$ cat src/rtl/cms_trace_stream_receiver.sv
// Trace stream receiver: buffers {tlast, instr, pc} beats in a first-word-fall-through FIFO,
// counts beats and frames, and optionally checks frame length (macro CMS_RX_TLAST_CHECK_EN).
module cms_trace_stream_receiver #(
    parameter int XLEN           = 64,
    parameter int AXI_DATA_WIDTH = 96,
    parameter int FIFO_DEPTH     = 4
) (
    input  logic                      clk,
    input  logic                      rst,
    input  logic                      S_AXIS_tvalid,
    output logic                      S_AXIS_tready,
    input  logic [AXI_DATA_WIDTH-1:0] S_AXIS_tdata,
    input  logic                      S_AXIS_tlast,
    input  logic [31:0]               tlast_interval,
    output logic                      out_valid,
    input  logic                      out_ready,
    output logic [XLEN-1:0]           out_pc,
    output logic [31:0]               out_instr,
    output logic                      out_last,
    output logic [31:0]               beat_count,
    output logic [31:0]               frame_count,
    output logic                      err_tlast_early,
    output logic                      err_tlast_missing,
    input  logic                      err_clear
);

    localparam int PTR_W   = $clog2(FIFO_DEPTH);
    localparam int CNT_W   = PTR_W + 1;
    localparam int ENTRY_W = AXI_DATA_WIDTH + 1;
    localparam logic [CNT_W-1:0] DEPTH_C = CNT_W'(FIFO_DEPTH);

    logic [ENTRY_W-1:0] mem [FIFO_DEPTH];
    logic [PTR_W-1:0]   wr_ptr_reg;
    logic [PTR_W-1:0]   rd_ptr_reg;
    logic [CNT_W-1:0]   count_reg;
    logic               run_reg;
    logic [31:0]        beat_count_reg;
    logic [31:0]        frame_count_reg;
    logic               push;
    logic               pop;
    logic [ENTRY_W-1:0] head;

    // run_reg keeps tready low during reset and releases it on the first edge afterwards.
    assign S_AXIS_tready = run_reg && (count_reg < DEPTH_C);
    assign push          = S_AXIS_tvalid && S_AXIS_tready;
    assign out_valid     = (count_reg != '0);
    assign pop           = out_valid && out_ready;

    assign head      = mem[rd_ptr_reg];
    assign out_pc    = head[XLEN-1:0];
    assign out_instr = head[AXI_DATA_WIDTH-1:XLEN];
    assign out_last  = head[AXI_DATA_WIDTH];

    assign beat_count  = beat_count_reg;
    assign frame_count = frame_count_reg;

    // Storage carries no reset; occupancy alone decides what is visible.
    always_ff @(posedge clk) begin
        if (push) begin
            mem[wr_ptr_reg] <= {S_AXIS_tlast, S_AXIS_tdata};
        end
    end

    always_ff @(posedge clk or posedge rst) begin
        if (rst) begin
            run_reg    <= 1'b0;
            wr_ptr_reg <= '0;
            rd_ptr_reg <= '0;
            count_reg  <= '0;
        end else begin
            run_reg <= 1'b1;
            if (push) begin
                wr_ptr_reg <= wr_ptr_reg + PTR_W'(1);
            end
            if (pop) begin
                rd_ptr_reg <= rd_ptr_reg + PTR_W'(1);
            end
            case ({push, pop})
                2'b10:   count_reg <= count_reg + CNT_W'(1);
                2'b01:   count_reg <= count_reg - CNT_W'(1);
                default: count_reg <= count_reg;
            endcase
        end
    end

    always_ff @(posedge clk or posedge rst) begin
        if (rst) begin
            beat_count_reg  <= '0;
            frame_count_reg <= '0;
        end else if (push) begin
            if (beat_count_reg != 32'hFFFF_FFFF) begin
                beat_count_reg <= beat_count_reg + 32'd1;
            end
            if (S_AXIS_tlast) begin
                frame_count_reg <= frame_count_reg + 32'd1;
            end
        end
    end

`ifdef CMS_RX_TLAST_CHECK_EN
    logic [31:0] pos_reg;
    logic [31:0] pos_next;
    logic        interval_on;
    logic        early_set;
    logic        missing_set;
    logic        early_reg;
    logic        missing_reg;

    always_comb begin
        pos_next    = pos_reg + 32'd1;
        interval_on = (tlast_interval != 32'd0);
        early_set   = push && interval_on && S_AXIS_tlast && (pos_next < tlast_interval);
        missing_set = push && interval_on && !S_AXIS_tlast && (pos_next == tlast_interval);
    end

    // A set in the same cycle as err_clear takes priority so no event is lost.
    always_ff @(posedge clk or posedge rst) begin
        if (rst) begin
            pos_reg     <= '0;
            early_reg   <= 1'b0;
            missing_reg <= 1'b0;
        end else begin
            if (push) begin
                if (S_AXIS_tlast || (pos_next == tlast_interval)) begin
                    pos_reg <= '0;
                end else begin
                    pos_reg <= pos_next;
                end
            end
            if (early_set) begin
                early_reg <= 1'b1;
            end else if (err_clear) begin
                early_reg <= 1'b0;
            end
            if (missing_set) begin
                missing_reg <= 1'b1;
            end else if (err_clear) begin
                missing_reg <= 1'b0;
            end
        end
    end

    assign err_tlast_early   = early_reg;
    assign err_tlast_missing = missing_reg;
`else
    logic unused_cfg;
    assign unused_cfg        = ^{err_clear, tlast_interval};
    assign err_tlast_early   = 1'b0;
    assign err_tlast_missing = 1'b0;
`endif

endmodule

$ cat config.mk
export PLATFORM = sky130hd
export DESIGN_NAME = cms_trace_stream_receiver
export DESIGN_NICKNAME = d
export VERILOG_FILES = /design/src/rtl/cms_trace_stream_receiver.sv
export SDC_FILE = /design/constraint.sdc
export NUM_CORES = 1
export LEC_CHECK = 0
export BUFFER_PORTS_ARGS = -buffer_cell sky130_fd_sc_hd__buf_2
export CAP_MARGIN = 20
export CORE_MARGIN = 5
export CORE_UTILIZATION = 32
export CTS_CLUSTER_DIAMETER = 150
export DETAILED_ROUTE_END_ITERATION = 8
export SYNTH_ARGS = -nofsm -noshare
export SYNTH_HDL_FRONTEND = slang
export SYNTH_SLANG_ARGS = --single-unit
$ cat constraint.sdc
create_clock -name clk -period 3.75 [get_ports clk]
set_input_delay 0.1875 -clock clk [delete_from_list [all_inputs] [get_ports clk]]
set_output_delay 0.1875 -clock clk [all_outputs]
set_load 0.005 [all_outputs]
==> flow_metrics.py, run 1 <==
metrics = {
    "outcome": {
        "outcome": "complete, no violations",
    },
    "clocking": {
        "tritoncts": "yes",
        "cts.htree.levels": 2,
        "clkTransAtPathRegs_ns": 0.06,
        "clkSinkCount": 460,
        "insertion_delay_ns": 0.57,
        "root_buffer": "clkbuf_16",
        "cts_buffers": 49,
        "cts_buffer_depth": 3,
        "post_cts_buffers": 0,
    },
    "final_layout": {
        "utilization_pct": 41.3,
        "final_nets": 1362,
        "largest_reg_flops": 388,
        "regArea_um2": 13500,
        "antenna_cells": 0,
        "final_cell_mix": "edfxtp_1, buf_2, dlygate4sd3_1, mux4_2, dfrtp_1",
        "final_common_cell": "edfxtp_1",
        "area_growth_pct": 28.2,
        "fill_cells": 4793,
        "multi_input_comb_area_um2": 3700,
        "drive_gt1_share_pct": 36.7,
    },
    "setup_path": {
        "end_kind": "primary output",
        "crit_fanout": 46,
        "worst_setup_path_start_kind": "register",
        "required_ns": 3.56,
        "arrival_ns": 2.44,
        "ff2ff_path_depth": 5,
        "worstSetupPathType": "reg2out",
    },
    "place": {
        "dp_hpwl_mm": 22.9,
        "portBuffers": 263,
        "gp_congestion": 0.794,
    },
    "global_route": {
        "grt_pass1_wl_mm": 59.2,
        "grt_max_degree": 68,
        "grt_antenna_before_repair": 3,
        "grt_pass1_vias": 9912,
        "grt_usage_pct": 12.7,
        "grt_remaining_overflow": 0,
    },
    "min_path": {
        "hold_depth": 3,
        "hold_class": "in2reg",
    },
    "timing": {
        "finalSetupViolations": 0,
        "rsz0062_at_grt": "no",
        "hold_viol": 0,
        "slew_headroom_pct": 39.6,
        "tightest_slew_ns": 0.897,
        "finalCritPeriodShare_pct": 70.2,
        "slew_violations": 0,
        "max_freq_mhz": 380,
        "setup_tns_ns": 0,
        "finalClockSkew_ns": 0.0172,
        "period_needed_ns": 2.63,
    },
    "synthesis": {
        "avgSynthCellArea_um2": 21.2,
        "ys_types": 35,
        "yosysSeqAreaShare_pct": 77.7,
        "synth_area_leader_cell": "edfxtp_1",
        "async_reset_ff_share_pct": 15.7,
        "ys_warn_count": 0,
        "yosys-top-cells-area": "edfxtp_1, mux4_2, dfrtp_1",
        "synth_edf_count": 388,
        "ys.flop_type": "edfxtp_1",
        "synth-seq-cells": 460,
        "synth_top_cell_area_share_pct": 67.3,
        "netlist_instances": 818,
        "netlist_area_um2": 17300,
    },
    "power_and_ir_drop": {
        "p_leak_nw": 8.23,
        "vdd_drop_max_uv": 485,
        "power_per_cell_area_nw_per_um2": 635,
    },
    "route": {
        "avgViaCountPerCell": 4.64,
        "drtAntennaViolNets": 0,
        "drt-total-wl_mm": 37.5,
        "drt_iter0_drc": 529,
        "routedWlPerCell_um": 19.2,
        "first_pass_iters": 4,
        "vias": 9078,
        "drc": 0,
    },
    "flow_run": {
        "cap_violations": 0,
    },
    "die": {
        "design.portCount": 299,
        "die_y_um": 243,
        "dieArea_um2": 58800,
        "die_width_um": 243,
        "start_util_pct": 32.2,
        "core_um2": 53700,
        "fp-row-count": 85,
    },
}
## layer usage
metal  track usage (%)  wire (µm)  vias up
met2              20.3      17800      252
met1              17.0      16400     4669
met3              4.39       2620       51
li1                  -          -     4102
met5                 0         27        -
met4              2.99        661        4
## critical path, cell delays in order, from the launching register on
cell and delay (ns):
dfrtp_4 0.95, buf_4 0.39, mux4_2 0.36, buf_2 0.15
## power breakdown
part	internal (W)	leakage, nW	total, W	switching [W]
logic	0.00167	2.98	0.00319	0.00152
clock network	0.00270	0.766	0.00465	0.00195
registers	0.00597	4.48	0.00624	0.000269
## per-stage QoR
step / cells / instance area [µm²] / power, W / worst slack, ns / hold slack, ns
final: 1956 / 22200 / 0.0141 / 1.12 / 0.0912
after global routing: 1956 / 22200 / 0.0148 / 0.982 / 0.0766
after global placement: 1765 / 19600 / 0.00952 / 1.34 / 0.399
after CTS: 1955 / 22200 / 0.0144 / 1.01 / 0.0413
after floorplan: 819 / 17300 / 0.00814 / 0.0638 / 0.286
after detailed placement: 1765 / 19600 / 0.00956 / 1.32 / 0.404
## synth_stat cells, drive strengths merged (2+ instances only)
master / number
inv: 12
a21oi: 2
and4: 5
edfxtp: 388
ha: 7
conb: 2
mux2: 2
clkbuf: 18
nand3: 17
nor4: 8
nor3: 6
nand4: 21
nor2: 19
buf: 12
nand2: 29
and2: 9
xor2: 27
o21ai: 3
and3: 14
mux4: 97
dfrtp: 72
xnor2: 39
## path summary, 6_finish.rpt
kind	slack, ns	startpoint	end
max	1.12	rd_ptr_reg[1]	out_pc[23]
min	0.09	S_AXIS_tvalid	frame_count[0]
max reg2reg	1.32	count_reg[2]	frame_count[28]
min reg2reg	0.48	frame_count[31]	frame_count[31]
max in group asynchronous	2.67	rst	beat_count[15]
min in group asynchronous	0.17	rst	frame_count[10]
## logic make-up after synthesis
family                   count (synthesis)  share of synthesized area, %
flip-flops                             460                          77.7
AND/OR/NAND/NOR                        133                          4.24
multiplexers                           100                          12.8
XOR/XNOR                                66                          3.34
buffers and inverters                   42                         0.976
adder cells (fa/ha/maj)                  8                         0.622
AO/OA/AOI/OAI                            7                         0.231
other                                    2                        0.0434
## area by class of cell
cell class | count | area share [%]
Clock buffer | 59 | 5.74
Clock inverter | 32 | 1.28
Inverter | 12 | 0.203
Multi-Input combinational cell | 317 | 16.7
Sequential cell | 460 | 60.7
Tap cell | 696 | 3.93
Timing Repair Buffer | 380 | 11.5
## what timing repair did
item | 4_1_cts | 5_1_grt
hold buffers | 99 | 0
setup endpoints to repair | 0 | 0
resized for setup | 0 | 0
hold endpoints to repair | 438 | 0
Power figures use the tool's default switching activity.
==> run 2, diff against run 1 <==
==> constraint.sdc (replaced) <==
create_clock -name clk -period 2.29 [get_ports clk]
set_input_delay 0.1145 -clock clk [delete_from_list [all_inputs] [get_ports clk]]
set_output_delay 0.1145 -clock clk [all_outputs]
set_load 0.005 [all_outputs]
==> run 2 against run 1 <==
Compared with the run above:
- via count grew 2.4%
- flip-flop and latch count is the same
- sequential power grew 62%
- hold slack lost 0.046 ns
- count of clock-buffer cells in the layout shrank 5
- critical path type unchanged
- largest cell class unchanged
- highest routed layer unchanged
==> flow_metrics.py, run 2 (same netlist as run 1, synthesis figures left out) <==
metrics = {
    "global_route": {
        "grt_remaining_overflow": 0,
        "grt_max_degree": 31,
        "grt_pass1_vias": 9936,
        "grt_usage_pct": 13.1,
        "grt_pass1_wl_mm": 60.6,
        "grt_antenna_before_repair": 6,
    },
    "final_layout": {
        "largest_reg_flops": 388,
        "final_nets": 1403,
        "drive_gt1_share_pct": 39.5,
        "area_growth_pct": 33.3,
        "final_cell_mix": "edfxtp_1, buf_2, dlygate4sd3_1, mux4_2, dfrtp_1",
        "final_common_cell": "edfxtp_1",
    },
    "setup_path": {
        "r2r_slack_ns": 0.18,
        "ff2ff_path_depth": 5,
        "crit_end": "out_pc[35]",
        "worst_setup_path_start_kind": "register",
        "rr_startpoint": "beat_count[12]",
        "reg2reg_to": "beat_count[30]",
        "arrival_ns": 2.08,
        "required_ns": 2.18,
        "crit_fanout": 8,
        "crit_start": "rd_ptr_reg[0]",
        "end_kind": "primary output",
        "worstSetupPathType": "reg2out",
    },
    "min_path": {
        "hold_start": "S_AXIS_tvalid",
        "hold_depth": 4,
        "hold_class": "in2reg",
    },
    "route": {
        "vias": 9295,
        "avgViaCountPerCell": 4.64,
        "drt-total-wl_mm": 39.7,
        "routedWlPerCell_um": 19.8,
        "drtAntennaViolNets": 0,
        "drc": 0,
        "first_pass_iters": 7,
        "drt_iter0_drc": 422,
    },
    "clocking": {
        "tritoncts": "yes",
        "clkTransAtPathRegs_ns": 0.06,
        "cts.htree.levels": 2,
        "cts_buffer_depth": 3,
        "insertion_delay_ns": 0.57,
        "cts_buffers": 49,
        "clkSinkCount": 460,
        "root_buffer": "clkbuf_16",
    },
    "place": {
        "gp_congestion": 0.782,
        "pre_cts_slack_ns": 0.176,
        "dp_hpwl_mm": 24.9,
        "portBuffers": 263,
    },
    "timing": {
        "period_needed_ns": 2.20,
        "hold_viol": 0,
        "slew_headroom_pct": 64.6,
        "finalCritPeriodShare_pct": 95.9,
        "slew_violations": 0,
        "finalSetupViolations": 0,
        "finalClockSkew_ns": 0.0171,
        "rsz0062_at_grt": "yes",
        "setup_ws_ns": 0.0943,
        "max_freq_mhz": 455,
        "tightest_slew_ns": 0.518,
    },
    "flow_run": {
        "cap_violations": 0,
    },
    "die": {
        "die_width_um": 243,
        "die_y_um": 243,
        "start_util_pct": 32.2,
        "fp-row-count": 85,
        "core_um2": 53700,
        "dieArea_um2": 58800,
        "design.portCount": 299,
    },
    "power_and_ir_drop": {
        "power.total_w": 0.0249,
        "power_per_cell_area_nw_per_um2": 1080,
        "p_leak_nw": 8.65,
        "vdd_drop_max_uv": 525,
    },
    "outcome": {
        "outcome": "complete, no violations",
    },
}
==> run 2: cell count changes in the layout (fill, tap and decap cells not counted), moves of 5 or more <==
cell,before,now
clkbuf_1,9,3
buf_16,0,6
buf_4,9,26
clkbuf_16,49,54
buf_6,0,5
buf_12,9,20
bufinv_16,4,10
==> run 2: final cells by class <==
class / count / area, µm²
antenna: 4 / 10.0
clock buffer: 54 / 1280
clock inverter: 38 / 480
fill: 4736 / 30600
inverter: 12 / 45.0
multi-input combinational: 317 / 3700
sequential: 460 / 13500
tap: 696 / 871
timing repair buffer: 421 / 3210
==> run 2: how the worst min path moves through the flow <==
stage / end / slack, ns
global placement: frame_count[7] / 0.09
CTS: frame_count[0] / 0.002
detailed placement: frame_count[6] / 0.1
finish: frame_count[0] / 0.05
floorplan: mem[0][0] / 0.21
global route: frame_count[0] / 0.04
==> run 2: timing repair <==
item,CTS,global route
gates cloned,3,5
resized for setup,6,4
hold buffers,99,0
endpoints found under the setup margin,94,76
setup buffers,4,2
pin swaps,0,0
hold endpoints to repair,463,0
==> run 2: report_power, final <==
part	leakage (nW)	internal [W]	switching [W]	total, W
clock network	0.859	0.00518	0.00327	0.00845
logic	3.31	0.00344	0.00295	0.00639
registers	4.48	0.00978	0.000322	0.0101
==> run 2: stage by stage <==
stage	hold WS, ns	std cells	util (%)	TNS, ns	instance area (µm²)
3_3_place_gp	0.0919	1793	37.2	0	20000
6_report	0.0456	2002	42.9	0	23100
2_1_floorplan	0.213	819	-	-129.38	17300
5_1_grt	0.0429	2001	42.9	-0.0650	23100
3_5_place_dp	0.0955	1793	37.2	0	20000
4_1_cts	0.00174	1991	42.7	-1.88	22900
==> run 2: metal layers <==
layer / vias up / GRT usage [%] / share of wire, %
met2: 295 / 20.1 / 45
met4: 4 / 3.14 / 1.8
met1: 4744 / 17.8 / 44
li1: 4195 / - / -
met5: - / 0 / 0.053
met3: 57 / 5.03 / 8.8
==> run 2: worst max-delay path, cell delays in order, from the launching register on <==
cell	delay [ns]
dfrtp_4	0.47
buf_12	0.17
clkbuf_16	0.19
mux4_2	0.51
buf_2	0.17
==> run 3, diff against run 2 <==
--- a/config.mk
+++ b/config.mk
@@ -5,9 +5,9 @@
 export SDC_FILE = /design/constraint.sdc
 export NUM_CORES = 1
 export LEC_CHECK = 0
+export ABC_AREA = 1
 export BUFFER_PORTS_ARGS = -buffer_cell sky130_fd_sc_hd__buf_2
 export CAP_MARGIN = 20
-export CORE_MARGIN = 5
 export CORE_UTILIZATION = 32
 export CTS_CLUSTER_DIAMETER = 150
 export DETAILED_ROUTE_END_ITERATION = 8
==> constraint.sdc (replaced) <==
create_clock -name clk -period 2.29 [get_ports clk]
set_input_delay 0.1145 -clock clk [delete_from_list [all_inputs] [get_ports clk]]
set_output_delay 0.1145 -clock clk [all_outputs]
set_load 0.01 [all_outputs]
==> run 3 against run 2 <==
Compared with the run above:
- synthesized area grew 7.0%
- setup slack lost 0.0017 ns
- register-to-register slack gained 0.20 ns
- wire length grew 17%
- non-clock buffer count shrank 33
- highest routed layer unchanged
- utilization shrank 1.5 points
- first-iteration DRC count grew 85%
- flip-flop and latch count is the same
- combinational power grew 23%
==> flow_metrics.py, run 3 <==
metrics = {
    "outcome": {
        "outcome": "complete, no violations",
    },
    "route": {
        "drtAntennaViolNets": 0,
        "routedWlPerCell_um": 17.3,
        "drt_iter0_drc": 781,
        "vias": 12800,
        "first_pass_iters": 5,
        "drt-total-wl_mm": 46.6,
        "avgViaCountPerCell": 4.74,
        "drc": 0,
    },
    "setup_path": {
        "crit_start": "rd_ptr_reg[0]",
        "worst_setup_path_start_kind": "register",
        "crit_fanout": 98,
        "required_ns": 2.18,
        "r2r_slack_ns": 0.38,
        "worst-path-stages": 4,
        "rr_startpoint": "count_reg[2]",
        "crit_buf_inv": 2,
        "end_kind": "primary output",
        "slowest_stage": "dfrtp_4",
        "worstSetupPathType": "reg2out",
        "cp_cell_sequence": "buf_16, o21ai_0, o22ai_1, buf_2",
        "crit_family": "flip-flops",
        "arrival_ns": 2.08,
        "ff2ff_path_depth": 8,
        "crit_end": "out_pc[29]",
        "reg2reg_to": "frame_count[26]",
        "slowest_delay_ns": 0.51,
    },
    "synthesis": {
        "synth_area_leader_cell": "edfxtp_1",
        "netlist_area_um2": 18500,
        "ys_warn_count": 0,
        "yosysSeqAreaShare_pct": 72.6,
        "synth.most_common_cell": "edfxtp_1",
        "synth_edf_count": 388,
        "ys_top_cells_by_count": "edfxtp_1, nor2_1, nand2_1, o21ai_0, o22ai_1",
        "synth-seq-cells": 460,
        "synth_top_cell_area_share_pct": 62.9,
        "netlist_instances": 1529,
        "avgSynthCellArea_um2": 12.1,
        "yosys-top-cells-area": "edfxtp_1, dfrtp_1, o21ai_0",
        "ys_types": 32,
        "async_reset_ff_share_pct": 15.7,
        "ys.flop_type": "edfxtp_1",
    },
    "global_route": {
        "grt_max_degree": 99,
        "grt_antenna_before_repair": 6,
        "grt_pass1_wl_mm": 71.6,
        "use_met1_pct": 21.3,
        "grt_pass1_vias": 12600,
        "grtUsageMet2_pct": 24.3,
        "gr-max-usage-layer": "met2",
        "grtUsageMet3_pct": 4.02,
        "grt_usage_pct": 15.4,
        "grt_remaining_overflow": 0,
    },
    "final_layout": {
        "final_common_cell": "edfxtp_1",
        "fill_cells": 5370,
        "area_growth_pct": 27.1,
        "drive_gt1_share_pct": 19.9,
        "final_nets": 2041,
        "largest_reg_flops": 388,
        "final_cell_mix": "edfxtp_1, nor2_1, buf_2, nand2_1, o21ai_0",
        "fin_cells": 2698,
    },
    "die": {
        "die_width_um": 243,
        "dieArea_um2": 58800,
        "design.portCount": 299,
        "die_y_um": 243,
        "fp-row-count": 87,
        "core_um2": 56800,
        "start_util_pct": 32.6,
    },
    "timing": {
        "setup_ws_ns": 0.0926,
        "finalCritPeriodShare_pct": 96.0,
        "max_freq_mhz": 455,
        "finalSetupViolations": 0,
        "finalClockSkew_ns": 0.0229,
        "hold_viol": 0,
        "rsz0062_at_grt": "yes",
        "period_needed_ns": 2.20,
        "slew_violations": 0,
    },
    "clocking": {
        "post_cts_buffers": 0,
        "insertion_delay_ns": 0.58,
        "cts.htree.levels": 2,
        "cts_buffer_depth": 3,
        "root_buffer": "clkbuf_16",
        "tritoncts": "yes",
        "cts_buffers": 49,
        "clkSinkCount": 460,
        "clkTransAtPathRegs_ns": 0.06,
    },
    "power_and_ir_drop": {
        "p_clk_share_pct": 30.1,
        "power_per_cell_area_nw_per_um2": 1080,
        "p_sw_share_pct": 33.6,
        "p_sw_w": 0.00857,
        "vdd_drop_max_uv": 682,
        "p_leak_nw": 8.80,
        "p_comb_share_pct": 30.8,
        "intPower_w": 0.0169,
        "seqPwrFrac_pct": 39.0,
    },
    "place": {
        "gp_congestion": 0.881,
        "dp_hpwl_mm": 27.2,
        "portBuffers": 263,
        "pre_cts_slack_ns": 0.373,
        "dp.cells": 2502,
    },
    "min_path": {
        "hold_class": "in2async",
    },
    "flow_run": {
        "cap_violations": 0,
    },
}
## run 3: per-layer routing
| layer | part of all wire [%] | vias to the layer above |
|---|---|---|
| met5 | 0.11 | - |
| met4 | 1.6 | 8 |
| met3 | 7.4 | 68 |
| met2 | 46 | 352 |
| met1 | 45 | 6200 |
| li1 | - | 6162 |
## run 3: area by class of cell
cell class | instances | area, µm² | area share (%)
antenna | 3 | 7.51 | 0.0319
clock buffer | 61 | 1290 | 5.49
clock inverter | 30 | 277 | 1.17
inverter | 66 | 259 | 1.10
multi-input combinational | 934 | 4540 | 19.3
sequential | 460 | 13500 | 57.2
tap | 756 | 946 | 4.02
timing repair buffer | 388 | 2770 | 11.7
## run 3: worst min-delay path, stage by stage
cell	delay, ns
dlygate4sd3_1	0.53
buf_2	0.12
inv_2	0.29
## run 3: worst min-delay path by stage
stage,startpoint,endpoint,slack (ns),depth (start not counted)
global route,rst,frame_count[25],0.07,3
detailed placement,rst,frame_count[17],0.12,2
CTS,rst,frame_count[31],0.02,3
floorplan,S_AXIS_tdata[0],mem[0][0],0.21,0
global placement,rst,frame_count[25],0.12,2
finish,rst,frame_count[17],0.06,3
## run 3: cell families (layout without fill, tap and decap cells)
family                   after synthesis  in the layout  synth area share [%]
buffers and inverters                136            545                  3.06
AO/OA/AOI/OAI                        300            300                  8.76
flip-flops                           460            460                  72.6
AND/OR/NAND/NOR                      587            587                  13.2
other                                  2              6                0.0406
XOR/XNOR                              36             36                  1.70
adder cells (fa/ha/maj)                8              8                 0.581
## run 3: repair_timing
item / 4_1_cts / 5_1_grt
gates resized for setup: 2 / 12
gates cloned: 0 / 2
pin swaps: 0 / 1
endpoints found under the hold margin: 463 / 0
setup endpoints to repair: 2 / 42
hold buffers: 100 / 0
## run 3: power groups by stage
stage / Clock (W) / Combinational (W) / Sequential [W]
finish: 0.00768 / 0.00786 / 0.00995
global route: 0.00828 / 0.00866 / 0.0100
global placement: 0 / 0.00739 / 0.0101
detailed placement: 0 / 0.00755 / 0.0101
floorplan: 0 / 0.00430 / 0.0101
CTS: 0.00795 / 0.00772 / 0.00996
## run 3: stage by stage
step / total power [W] / area, µm² / TNS (ns) / utilization (%) / hold slack [ns]
finish: 0.0255 / 23500 / 0 / 41.4 / 0.0610
CTS: 0.0256 / 23500 / 0 / 41.3 / 0.0194
global route: 0.0269 / 23500 / -0.106 / 41.4 / 0.0677
global placement: 0.0175 / 20900 / 0 / 36.7 / 0.124
detailed placement: 0.0177 / 20900 / 0 / 36.7 / 0.117
floorplan: 0.0144 / 18600 / -98.29 / - / 0.213
